[src/rtl/rt_lsu_mem_bridge_if.sv]
// Request/response and RAM-port bundle for the RT-Core load/store bridge.
// The bridge connects through the slave view. The core/RAM side uses the master view.
interface rt_lsu_mem_bridge_if #(
    parameter int ADDR_WIDTH = 32
) ();
    logic                  req_valid;
    logic                  req_ready;
    logic                  req_we;
    logic [1:0]            req_size;
    logic                  req_unsigned;
    logic [ADDR_WIDTH-1:0] req_addr;
    logic [31:0]           req_wdata;

    logic                  resp_valid;
    logic [31:0]           resp_rdata;
    logic [1:0]            resp_err_code;

    logic                  mem_en;
    logic                  mem_we;
    logic [ADDR_WIDTH-1:0] mem_addr;
    logic [31:0]           mem_wdata;
    logic [31:0]           mem_rdata;
    logic                  mem_ready;
    logic                  mem_error;

    modport slave (
        input  req_valid, req_we, req_size, req_unsigned, req_addr, req_wdata,
        input  mem_rdata, mem_ready, mem_error,
        output req_ready, resp_valid, resp_rdata, resp_err_code,
        output mem_en, mem_we, mem_addr, mem_wdata
    );

    modport master (
        output req_valid, req_we, req_size, req_unsigned, req_addr, req_wdata,
        output mem_rdata, mem_ready, mem_error,
        input  req_ready, resp_valid, resp_rdata, resp_err_code,
        input  mem_en, mem_we, mem_addr, mem_wdata
    );
endinterface

[src/rtl/rt_lsu_mem_bridge.sv]
// RT-Core load/store bridge: turns byte/half/word requests into word-only RAM
// accesses. Sub-word stores are done as read-modify-write, and loads are extended.
module rt_lsu_mem_bridge #(
    parameter int TIMEOUT_CYCLES = 15,
    parameter int ADDR_WIDTH     = 32
) (
    input  logic               clk_rt_50mhz,
    input  logic               rst_n,
    rt_lsu_mem_bridge_if.slave bus,
    output logic [15:0]        txn_count,
    output logic [15:0]        err_count
);
    typedef enum logic [2:0] {IDLE, RD_ISSUE, RD_WAIT, WR_ISSUE, WR_WAIT, RESP} state_t;

    localparam logic [1:0] SZ_BYTE     = 2'b00;
    localparam logic [1:0] SZ_HALF     = 2'b01;
    localparam logic [1:0] SZ_WORD     = 2'b10;
    localparam logic [1:0] ERR_OK      = 2'b00;
    localparam logic [1:0] ERR_ALIGN   = 2'b01;
    localparam logic [1:0] ERR_BUS     = 2'b10;
    localparam logic [1:0] ERR_TIMEOUT = 2'b11;
    localparam logic [7:0] TMO_LAST    = 8'(TIMEOUT_CYCLES - 1);

    state_t      state, state_next;
    logic        we_q, uns_q;
    logic [1:0]  size_q, lane_q;
    logic [31:0] wdata_q;
    logic [7:0]  tmo_cnt;
    logic        accept, issue, issue_wr, go_resp, tmo_clr, tmo_inc;
    logic [1:0]  code_next;
    logic [31:0] rdata_next, mem_wdata_next;

    function automatic logic is_misaligned(input logic [1:0] size, input logic [1:0] lo);
        case (size)
            SZ_BYTE: is_misaligned = 1'b0;
            SZ_HALF: is_misaligned = lo[0];
            SZ_WORD: is_misaligned = |lo;
            default: is_misaligned = 1'b1;
        endcase
    endfunction

    // Little-endian lane select followed by zero or sign extension.
    function automatic logic [31:0] extract_load(input logic [31:0] word, input logic [1:0] size,
                                                 input logic [1:0] lane, input logic uns);
        logic signed [7:0]  b;
        logic signed [15:0] h;
        logic signed [31:0] sx;
        b = word[{lane, 3'b000} +: 8];
        h = word[{lane[1], 4'b0000} +: 16];
        case (size)
            SZ_BYTE: begin sx = b; extract_load = uns ? {24'd0, b} : sx; end
            SZ_HALF: begin sx = h; extract_load = uns ? {16'd0, h} : sx; end
            default: extract_load = word;
        endcase
    endfunction

    // Replace only the addressed byte/half of the word read back from RAM.
    function automatic logic [31:0] merge_store(input logic [31:0] word, input logic [31:0] wdata,
                                                input logic [1:0] size, input logic [1:0] lane);
        merge_store = word;
        case (size)
            SZ_BYTE: merge_store[{lane, 3'b000} +: 8]    = wdata[7:0];
            SZ_HALF: merge_store[{lane[1], 4'b0000} +: 16] = wdata[15:0];
            default: merge_store = wdata;
        endcase
    endfunction

    function automatic logic [15:0] sat_inc16(input logic [15:0] v);
        sat_inc16 = (v == 16'hFFFF) ? v : v + 16'd1;
    endfunction

    assign bus.req_ready = (state == IDLE);

    // Next-state logic plus the strobes that load the registered outputs.
    always_comb begin
        state_next     = state;
        accept         = 1'b0;
        issue          = 1'b0;
        issue_wr       = 1'b0;
        go_resp        = 1'b0;
        tmo_clr        = 1'b0;
        tmo_inc        = 1'b0;
        code_next      = ERR_OK;
        rdata_next     = '0;
        mem_wdata_next = '0;
        case (state)
            IDLE: if (bus.req_valid) begin
                accept = 1'b1;
                if (is_misaligned(bus.req_size, bus.req_addr[1:0])) begin
                    state_next = RESP;
                    go_resp    = 1'b1;
                    code_next  = ERR_ALIGN;
                end else if (bus.req_we && bus.req_size == SZ_WORD) begin
                    state_next     = WR_ISSUE;
                    issue          = 1'b1;
                    issue_wr       = 1'b1;
                    mem_wdata_next = bus.req_wdata;
                end else begin
                    // loads and the read phase of a sub-word store
                    state_next = RD_ISSUE;
                    issue      = 1'b1;
                end
            end
            RD_ISSUE: begin state_next = RD_WAIT; tmo_clr = 1'b1; end
            WR_ISSUE: begin state_next = WR_WAIT; tmo_clr = 1'b1; end
            RD_WAIT, WR_WAIT: begin
                if (bus.mem_ready) begin
                    if (bus.mem_error) begin
                        state_next = RESP;
                        go_resp    = 1'b1;
                        code_next  = ERR_BUS;
                    end else if (state == RD_WAIT && we_q) begin
                        state_next     = WR_ISSUE;
                        issue          = 1'b1;
                        issue_wr       = 1'b1;
                        mem_wdata_next = merge_store(bus.mem_rdata, wdata_q, size_q, lane_q);
                    end else begin
                        state_next = RESP;
                        go_resp    = 1'b1;
                        if (state == RD_WAIT)
                            rdata_next = extract_load(bus.mem_rdata, size_q, lane_q, uns_q);
                    end
                end else if (tmo_cnt == TMO_LAST) begin
                    state_next = RESP;
                    go_resp    = 1'b1;
                    code_next  = ERR_TIMEOUT;
                end else begin
                    tmo_inc = 1'b1;
                end
            end
            RESP:    state_next = IDLE;
            default: state_next = IDLE;
        endcase
    end

    // State register.
    always_ff @(posedge clk_rt_50mhz or negedge rst_n) begin
        if (!rst_n) state <= IDLE;
        else        state <= state_next;
    end

    // Request fields captured on accept; pure data, no reset needed.
    always_ff @(posedge clk_rt_50mhz) begin
        if (accept) begin
            we_q    <= bus.req_we;
            size_q  <= bus.req_size;
            uns_q   <= bus.req_unsigned;
            lane_q  <= bus.req_addr[1:0];
            wdata_q <= bus.req_wdata;
        end
    end

    // RAM strobes: mem_en is a one-cycle pulse in each ISSUE state.
    always_ff @(posedge clk_rt_50mhz or negedge rst_n) begin
        if (!rst_n) begin
            bus.mem_en    <= 1'b0;
            bus.mem_we    <= 1'b0;
            bus.mem_addr  <= '0;
            bus.mem_wdata <= '0;
        end else begin
            bus.mem_en <= issue;
            bus.mem_we <= issue_wr;
            if (issue && state == IDLE) bus.mem_addr <= {bus.req_addr[ADDR_WIDTH-1:2], 2'b00};
            if (issue_wr) bus.mem_wdata <= mem_wdata_next;
        end
    end

    // Response registers, loaded on the transition into RESP.
    always_ff @(posedge clk_rt_50mhz or negedge rst_n) begin
        if (!rst_n) begin
            bus.resp_valid    <= 1'b0;
            bus.resp_rdata    <= '0;
            bus.resp_err_code <= ERR_OK;
        end else begin
            bus.resp_valid <= go_resp;
            if (go_resp) begin
                bus.resp_rdata    <= rdata_next;
                bus.resp_err_code <= code_next;
            end
        end
    end

    // WAIT-cycle counter for the completion timeout.
    always_ff @(posedge clk_rt_50mhz or negedge rst_n) begin
        if (!rst_n)       tmo_cnt <= '0;
        else if (tmo_clr) tmo_cnt <= '0;
        else if (tmo_inc) tmo_cnt <= tmo_cnt + 8'd1;
    end

    // Transaction counter wraps, error counter saturates.
    always_ff @(posedge clk_rt_50mhz or negedge rst_n) begin
        if (!rst_n) begin
            txn_count <= '0;
            err_count <= '0;
        end else begin
            if (accept) txn_count <= txn_count + 16'd1;
            if (state == RESP && bus.resp_err_code != ERR_OK) err_count <= sat_inc16(err_count);
        end
    end
endmodule

[src/flat_wrapper.sv]
// flat-port wrapper written by rule: the top's interface ports become plain ports
module rt_lsu_mem_bridge_flat 
#(
    parameter int TIMEOUT_CYCLES = 15,
    parameter int ADDR_WIDTH     = 32
)
  (clk_rt_50mhz, rst_n, txn_count, err_count, bus_req_valid, bus_req_we, bus_req_size, bus_req_unsigned, bus_req_addr, bus_req_wdata, bus_mem_rdata, bus_mem_ready, bus_mem_error, bus_req_ready, bus_resp_valid, bus_resp_rdata, bus_resp_err_code, bus_mem_en, bus_mem_we, bus_mem_addr, bus_mem_wdata);
  rt_lsu_mem_bridge_if #(.ADDR_WIDTH(ADDR_WIDTH)) bus_i ();
  input  logic clk_rt_50mhz;
  input  logic rst_n;
  output logic [15:0] txn_count;
  output logic [15:0] err_count;
  input wire logic [$bits(bus_i.req_valid)-1:0] bus_req_valid;
  input wire logic [$bits(bus_i.req_we)-1:0] bus_req_we;
  input wire logic [$bits(bus_i.req_size)-1:0] bus_req_size;
  input wire logic [$bits(bus_i.req_unsigned)-1:0] bus_req_unsigned;
  input wire logic [$bits(bus_i.req_addr)-1:0] bus_req_addr;
  input wire logic [$bits(bus_i.req_wdata)-1:0] bus_req_wdata;
  input wire logic [$bits(bus_i.mem_rdata)-1:0] bus_mem_rdata;
  input wire logic [$bits(bus_i.mem_ready)-1:0] bus_mem_ready;
  input wire logic [$bits(bus_i.mem_error)-1:0] bus_mem_error;
  output wire logic [$bits(bus_i.req_ready)-1:0] bus_req_ready;
  output wire logic [$bits(bus_i.resp_valid)-1:0] bus_resp_valid;
  output wire logic [$bits(bus_i.resp_rdata)-1:0] bus_resp_rdata;
  output wire logic [$bits(bus_i.resp_err_code)-1:0] bus_resp_err_code;
  output wire logic [$bits(bus_i.mem_en)-1:0] bus_mem_en;
  output wire logic [$bits(bus_i.mem_we)-1:0] bus_mem_we;
  output wire logic [$bits(bus_i.mem_addr)-1:0] bus_mem_addr;
  output wire logic [$bits(bus_i.mem_wdata)-1:0] bus_mem_wdata;
  assign bus_i.req_valid = bus_req_valid;
  assign bus_i.req_we = bus_req_we;
  assign bus_i.req_size = bus_req_size;
  assign bus_i.req_unsigned = bus_req_unsigned;
  assign bus_i.req_addr = bus_req_addr;
  assign bus_i.req_wdata = bus_req_wdata;
  assign bus_i.mem_rdata = bus_mem_rdata;
  assign bus_i.mem_ready = bus_mem_ready;
  assign bus_i.mem_error = bus_mem_error;
  assign bus_req_ready = bus_i.req_ready;
  assign bus_resp_valid = bus_i.resp_valid;
  assign bus_resp_rdata = bus_i.resp_rdata;
  assign bus_resp_err_code = bus_i.resp_err_code;
  assign bus_mem_en = bus_i.mem_en;
  assign bus_mem_we = bus_i.mem_we;
  assign bus_mem_addr = bus_i.mem_addr;
  assign bus_mem_wdata = bus_i.mem_wdata;
  rt_lsu_mem_bridge #(.TIMEOUT_CYCLES(TIMEOUT_CYCLES), .ADDR_WIDTH(ADDR_WIDTH)) u_core (.clk_rt_50mhz(clk_rt_50mhz), .rst_n(rst_n), .bus(bus_i), .txn_count(txn_count), .err_count(err_count));
endmodule
[config.mk]
export PLATFORM = sky130hd
export DESIGN_NAME = rt_lsu_mem_bridge_flat
export DESIGN_NICKNAME = d
export VERILOG_FILES = /design/src/rtl/rt_lsu_mem_bridge_if.sv /design/src/rtl/rt_lsu_mem_bridge.sv /design/src/flat_wrapper.sv
export SDC_FILE = /design/constraint.sdc
export NUM_CORES = 1
export LEC_CHECK = 0
export ABC_AREA = 1
export CAP_MARGIN = 40
export CORE_ASPECT_RATIO = 1.1
export CORE_MARGIN = 5
export CORE_UTILIZATION = 51
export CTS_CLUSTER_SIZE = 16
export DETAILED_ROUTE_END_ITERATION = 12
export HOLD_SLACK_MARGIN = 0.08
export PLACE_DENSITY = 0.82
export SETUP_SLACK_MARGIN = 0.15
export SLEW_MARGIN = 20
export SYNTH_ARGS = -nofsm -noshare
export SYNTH_HDL_FRONTEND = slang
export SYNTH_SLANG_ARGS = --single-unit
export TNS_END_PERCENT = 20
[constraint.sdc]
create_clock -name clk_rt_50mhz -period 3.6 [get_ports clk_rt_50mhz]
set_input_delay 0.54 -clock clk_rt_50mhz [delete_from_list [all_inputs] [get_ports clk_rt_50mhz]]
set_output_delay 0.54 -clock clk_rt_50mhz [all_outputs]
set_load 0.02 [all_outputs]
---- Word-level counts from Yosys, hierarchy flattened ----
Cells that the tools add are included.
cells by class
  bitwise logic cells ..................... 1
  shifts and indexed selects .............. 6
  reduce and logical (&&, ||, !) cells .... 14
  mux-type cells .......................... 60
  divide/modulo/power cells ............... 0
  $add $sub $neg .......................... 5
  multiply operators ...................... 0
  magnitude comparators ................... 0
  eq/ne operators ......................... 12
operators by type and width
  cell                                                    count
  two-way mux 32 bit                                      13
  case mux 32 bit (2 select lines)                        3
  bitwise mux 32 bit                                      2
  adder 16 x 1 -> 16 bit (second input constant)          2
  variable shift 16 x 7 -> 32 bit (first input constant)  1
  variable shift 8 x 7 -> 32 bit (first input constant)   1
  indexed part select 16 x 7 -> 32 bit                    1
  indexed part select 32 x 6 -> 16 bit                    1
  indexed part select 32 x 6 -> 8 bit                     1
  indexed part select 8 x 7 -> 32 bit                     1
  two-way mux 1 bit                                       23
  two-way mux 3 bit                                       6
  equality test 16 bit (second input constant)            1
  two-way mux 8 bit                                       2
  negator 5 -> 7 bit                                      2
  case mux 3 bit (4 select lines)                         1
  two-way mux 2 bit                                       5
  adder 8 x 1 -> 8 bit (second input constant)            1
  equality test 8 x 4 -> 1 bit (second input constant)    1
  equality test 3 x 2 -> 1 bit (second input constant)    2
  equality test 3 bit (second input constant)             2
  case mux 1 bit (2 select lines)                         3
  OR reduction 2 bit                                      3
  equality test 2 x 1 -> 1 bit (second input constant)    2
  12 further kinds                                        18
storage, ports and cells
  bits in writable memories ............... 0
  bits in latches ......................... 0
  output and inout port bits .............. 134
  bits of input ports ..................... 105
  register bits ........................... 180
  logic and storage cells ................. 114
  memories kept ........................... 0
  memory bits (read-only) ................. 0

---- Depth between registers and ports, before layout ----
  depth in word-level cells ............... 8
  gate-level depth with buffers ........... 11
  depth with buffers taken out ............ 10

---- Worst setup path before layout ----
Ideal clock, no wire load.
  path type ............................... register to register
  start ................................... register u_core.lane_q[1]
  end ..................................... register u_core.bus.mem_wdata[18]
  arrival time ............................ 1,822 ps
  required time ........................... 3,476 ps
  buffers on the path ..................... 2
  setup slack ............................. 1,654 ps
  clock period less this slack ............ 1,946 ps
  setup time .............................. 124 ps
  stages on the path, launching flop included .. 11
  path through ............................ edfxtp_1 inv_1 clkbuf_1 ha_1 clkbuf_1 nand2_1 o21ai_0 nand2_1 nand3_1 nand2_1 nand3_1
between the ends
  longest elaborated chain between the ends .. 8
  elaborated cells on any way between the ends .. 13
  those cells by class .................... add/sub (2); shift (4); mux (7)
ends and longest elaborated chain
  item                                                          line                                              RTL
  start, declared                                               rt_lsu_mem_bridge.sv:26                           logic [1:0] size_q, lane_q;
  start signal, assigned                                        rt_lsu_mem_bridge.sv:148                          lane_q <= bus.req_addr[1:0];
  negator 5 -> 7 bit (on tied branches)                         rt_lsu_mem_bridge.sv:63, rt_lsu_mem_bridge.sv:62
  indexed part select 16 x 7 -> 32 bit (tied with other cells)  rt_lsu_mem_bridge.sv:63                           SZ_HALF: merge_store[{lane[1], 4'b0000} +: 16] = wdata[15:0];
  bitwise mux 32 bit (on tied branches)                         rt_lsu_mem_bridge.sv:63, rt_lsu_mem_bridge.sv:62
  case mux 32 bit (2 select lines) *                            rt_lsu_mem_bridge.sv:61                           case (size)
  two-way mux 32 bit *                                          rt_lsu_mem_bridge.sv:112                          end else if (state == RD_WAIT && we_q) begin
  two-way mux 32 bit *                                          rt_lsu_mem_bridge.sv:108                          if (bus.mem_error) begin
  two-way mux 32 bit *                                          rt_lsu_mem_bridge.sv:107                          if (bus.mem_ready) begin
  case mux 32 bit (2 select lines) *                            rt_lsu_mem_bridge.sv:86                           case (state)
  end signal, assigned                                          rt_lsu_mem_bridge.sv:164                          if (issue_wr) bus.mem_wdata <= mem_wdata_next;
  end, declared                                                 rt_lsu_mem_bridge_if.sv:30                        output mem_en, mem_we, mem_addr, mem_wdata
Mark *: on every way between the ends. The rest lies on a longest branch, timed or not.
A chain may end at the register's enable or synchronous reset.

---- Worst setup path in the final report ----
  start ................................... register u_core.state[1]
  end ..................................... output bus_req_ready
between the ends
  longest elaborated chain between the ends .. 1
ends and longest elaborated chain
  item                    line                      RTL
  start, declared         rt_lsu_mem_bridge.sv:24   state_t state, state_next;
  start signal, assigned  rt_lsu_mem_bridge.sv:139  else state <= state_next;
  zero test 3 bit         rt_lsu_mem_bridge.sv:72   assign bus.req_ready = (state == IDLE);
  end, declared           flat_wrapper.sv:22        output wire logic [$bits(bus_i.req_ready)-1:0] bus_req_ready;
No other way between the ends.

==> summary.md <==
| Metric | Value |
|---|---|
| HPWL Detailed | 23040 um |
| Die area | 0.02231 mm2 |
| Clk Tree Root Cell | clkbuf_16 |
| Reg-to-reg slack, setup | 1170 ps |
| Critical path buffers and inverters | 2 |
| Met1 usage | 0.3607 |
| Critical path class | reg -> out |
| Detailed-route via count | 9534 |
| Top Ports | 239 |
| Critical R2R Capture | u_core.bus.mem_wdata[2] |
| Largest net degree at the start of global routing | 58 |
| Slowest cell on crit path | clkdlybuf4s50_1 |
| Final worst-path cycle share | 0.7587 |
| Crit path max-delay family | buffers and inverters |
| Post-route setup TNS | 0 ps |
| Routed vias/inst | 5.442 |
| Grt met3 use | 0.07419 |
| Ys flop type | dfrtp_1 |
| Final setup fails | 0 |
| Largest cells by area after synthesis | dfrtp_1, nand2_1, edfxtp_1 |
| Initial antenna violation count | 0 |
| P_sw | 3.350 mW |
| Area growth syn-to-layout | 30.90% |
| Critical Path Max Stage Delay | 710 ps |
| Final Max Slew Viols | 0 |
| Die Wd | 142.9 um |
| Reg2reg start | u_core.lane_q[0] |
| Final Hold Vio Count | 0 |
| Global route total overflow | 0 |
| Die height | 156.2 um |
| DRC viols | 0 |
| Critical Path RT | 3060 ps |
| Measured slew at the worst slew-check pin | 820.6 ps |
| Setup Skew | 9.006 ps |
| Seq pwr share | 0.367 |
| EDFF count, synth | 38 |
| Top-area cell type share of the netlist area | 0.3588 |
| Commonest cells post-synth | nand2_1, nand3_1, dfrtp_1 |
| Core area | 0.01910 mm2 |
| Nets | 1606 |
| FMAX | 366.1 MHz |
| CTS Buffer Depth | 2 |
| Status | complete, no violations |
| Worst Hold Class | in -> async |
| Num CTS Buffers | 17 |
| Drt first-iter violations | 746 |
| Post-cts hold buffer count | 0 |
| Cell leakage power | 5.958 nW |
| Starting Density | 0.5186 |
| R2r worst-path depth | 8 |
| Synth area leader | dfrtp_1 |
| Layout cells sized above 1 | 0.06711 |
| Minimum clock period | 2731 ps |
| Wirelength per Cell | 17.42 um |
| Relative slew slack | 0.4509 |
| Max Cap Violations | 0 |
| Gpl congestion | 0.9733 |
| Drt first pass iters | 6 |
| Mapped Cells | 1280 |
| Clk_lat worst skew | 440 ps |
| GRT Total Usage | 0.2713 |
| Clk pwr share | 0.222 |
| CP Launch Type | flip-flop |
| Sw Share | 0.4036 |
| Worst path arrival time | 2190 ps |
| CP max FO | 17 |
| Syn_area_per_cell | 7.738 um2 |
| Seq cells post-synth | 180 |
| Met2 usage | 0.4371 |
| Routed WL | 30510 um |
| Rows | 53 |
| RSZ-0062 raised after global routing | no |
| PwrDens | 640.2 mW/mm2 |
| First-pass GRT wire length | 48120 um |
| # clock sinks | 180 |
| CP endpoint kind | output pin |
| Synth unique cells | 44 |
| Internal Power | 4.950 mW |
| Total power | 8.301 mW |
| Busiest grt layer | met2 |
| Ys async rst share | 0.7889 |
| Clk pin slew, worst setup/hold paths | 70 ps |
| Cell Area, Synth | 0.009904 mm2 |
| Post-CTS sizing | 0 |
| CP Cell Sequence | inv_2, nand2_2, nor2_4, clkdlybuf4s50_1 |
| Sequential fraction of the synthesis area | 0.4740 |
| IO buf count | 236 |
| Yosys warnings | 0 |
| Vias in the first global route | 9153 |
| CTS tree | done |
| Worst hold margin | 65.28 ps |
| Most frequent cell after synthesis | nand2_1 |
| ANT cells | 0 |
| Peak supply drop | 0.4217 mV |
| # H-tree levels | 4 |
| Comb pwr share | 0.411 |
| Post-CTS setup buffer count | 0 |
| ANT nets after route | 0 |
## layout make-up
class,count,area [um2]
well taps,247,309.0
clock buffers,18,450.4
inverters,94,360.3
repair buffers,252,2504
fillers,1595,6133
multi-input cells,947,4519
clock inverters,14,127.6
flip-flops and latches,180,4695
## power by group through the flow
stage | Combinational, mW | Sequential (mW) | Clock [mW]
6_report | 3.42 | 3.04 | 1.84
3_3_place_gp | 3.36 | 3.06 | 0
2_1_floorplan | 1.48 | 3.52 | 0
5_1_grt | 3.71 | 3.11 | 1.95
4_1_cts | 3.43 | 3.04 | 1.86
3_5_place_dp | 3.42 | 3.06 | 0
## worst reg2reg max path, cell delays in order, from the launching register on
cell and delay, ps:
edfxtp_1 320, buf_4 310, inv_1 200, ha_1 470
nor2_1 510, nand3_1 170, o211ai_1 150, nand3_1 130
nand3_1 110
## kinds of logic (layout without fill, tap and decap cells)
group / count (synthesis) / count (layout) / share of synthesized area
AO/OA/AOI/OAI: 196 / 196 / 0.1078
XOR/XNOR: 24 / 24 / 0.02122
adder cells (fa/ha/maj): 9 / 9 / 0.01137
buffers and inverters: 154 / 378 / 0.07011
flip-flops: 180 / 180 / 0.4740
other: 1 / 2 / 0.0003786
AND/OR/NAND/NOR: 716 / 716 / 0.3152
## how the worst max path moves through the flow
stage	cells past startpoint	to	startpoint	slack, ps
finish	4	bus_req_ready	u_core.state[1]	870
global placement	7	u_core.bus.resp_rdata[19]	bus_mem_ready	1100
floorplan	10	u_core.bus.mem_wdata[18]	u_core.lane_q[1]	1650
CTS	4	bus_req_ready	u_core.state[1]	870
detailed placement	9	u_core.bus.mem_wdata[19]	bus_req_valid	1080
global route	4	bus_req_ready	u_core.state[1]	790
## through the flow
stage	std cells	setup slack, ps	instance area, um2	utilization
floorplan	1281	1654	9908	-
global placement	1719	1102	12370	0.6478
detailed placement	1720	1076	12390	0.6486
CTS	1752	868.9	12960	0.6789
global route	1752	789.4	12960	0.6789
finish	1752	868.6	12960	0.6789
## state kept, by name, indices dropped and copies added, names as in the netlist, 3 cells and up
signal / cells
u_core.tmo_cnt: 8
u_core.txn_count: 16
u_core.bus.resp_rdata: 32
u_core.state: 3
u_core.err_count: 16
u_core.bus.mem_addr: 30
u_core.bus.mem_wdata: 32
u_core.wdata_q: 32
## placed cells by master (no fill, tap or decap), types with 2 or more instances in the layout
| master | count |
|---|---|
| ha_1 | 9 |
| inv_4 | 2 |
| inv_6 | 9 |
| nand4_1 | 9 |
| nand3_1 | 154 |
| dfrtp_1 | 142 |
| a21oi_1 | 88 |
| nor2_4 | 3 |
| inv_2 | 8 |
| a22oi_1 | 8 |
| o211ai_1 | 12 |
| o2111ai_1 | 2 |
| nor2_2 | 4 |
| conb_1 | 2 |
| inv_1 | 83 |
| inv_8 | 2 |
| nand2_1 | 438 |
| nor2_8 | 2 |
| or2_2 | 6 |
| nand3_2 | 2 |
| nand2_4 | 3 |
| xor2_1 | 16 |
| a211oi_1 | 3 |
| buf_4 | 14 |
| nand3_4 | 2 |
| nor2_1 | 60 |
| nand2_2 | 18 |
| nand3b_1 | 3 |
| o21ai_1 | 5 |
| edfxtp_1 | 38 |
| o21ai_0 | 73 |
| clkbuf_16 | 18 |
| nor3_1 | 11 |
| xnor2_1 | 8 |
| clkdlybuf4s50_1 | 235 |
## layer usage
metal  routed length [um]  share of wire
met5                    0              0
met2                14320           0.47
met1                12500           0.41
met3                 3024          0.099
met4                  665          0.022
Power figures use the tool's default switching activity.
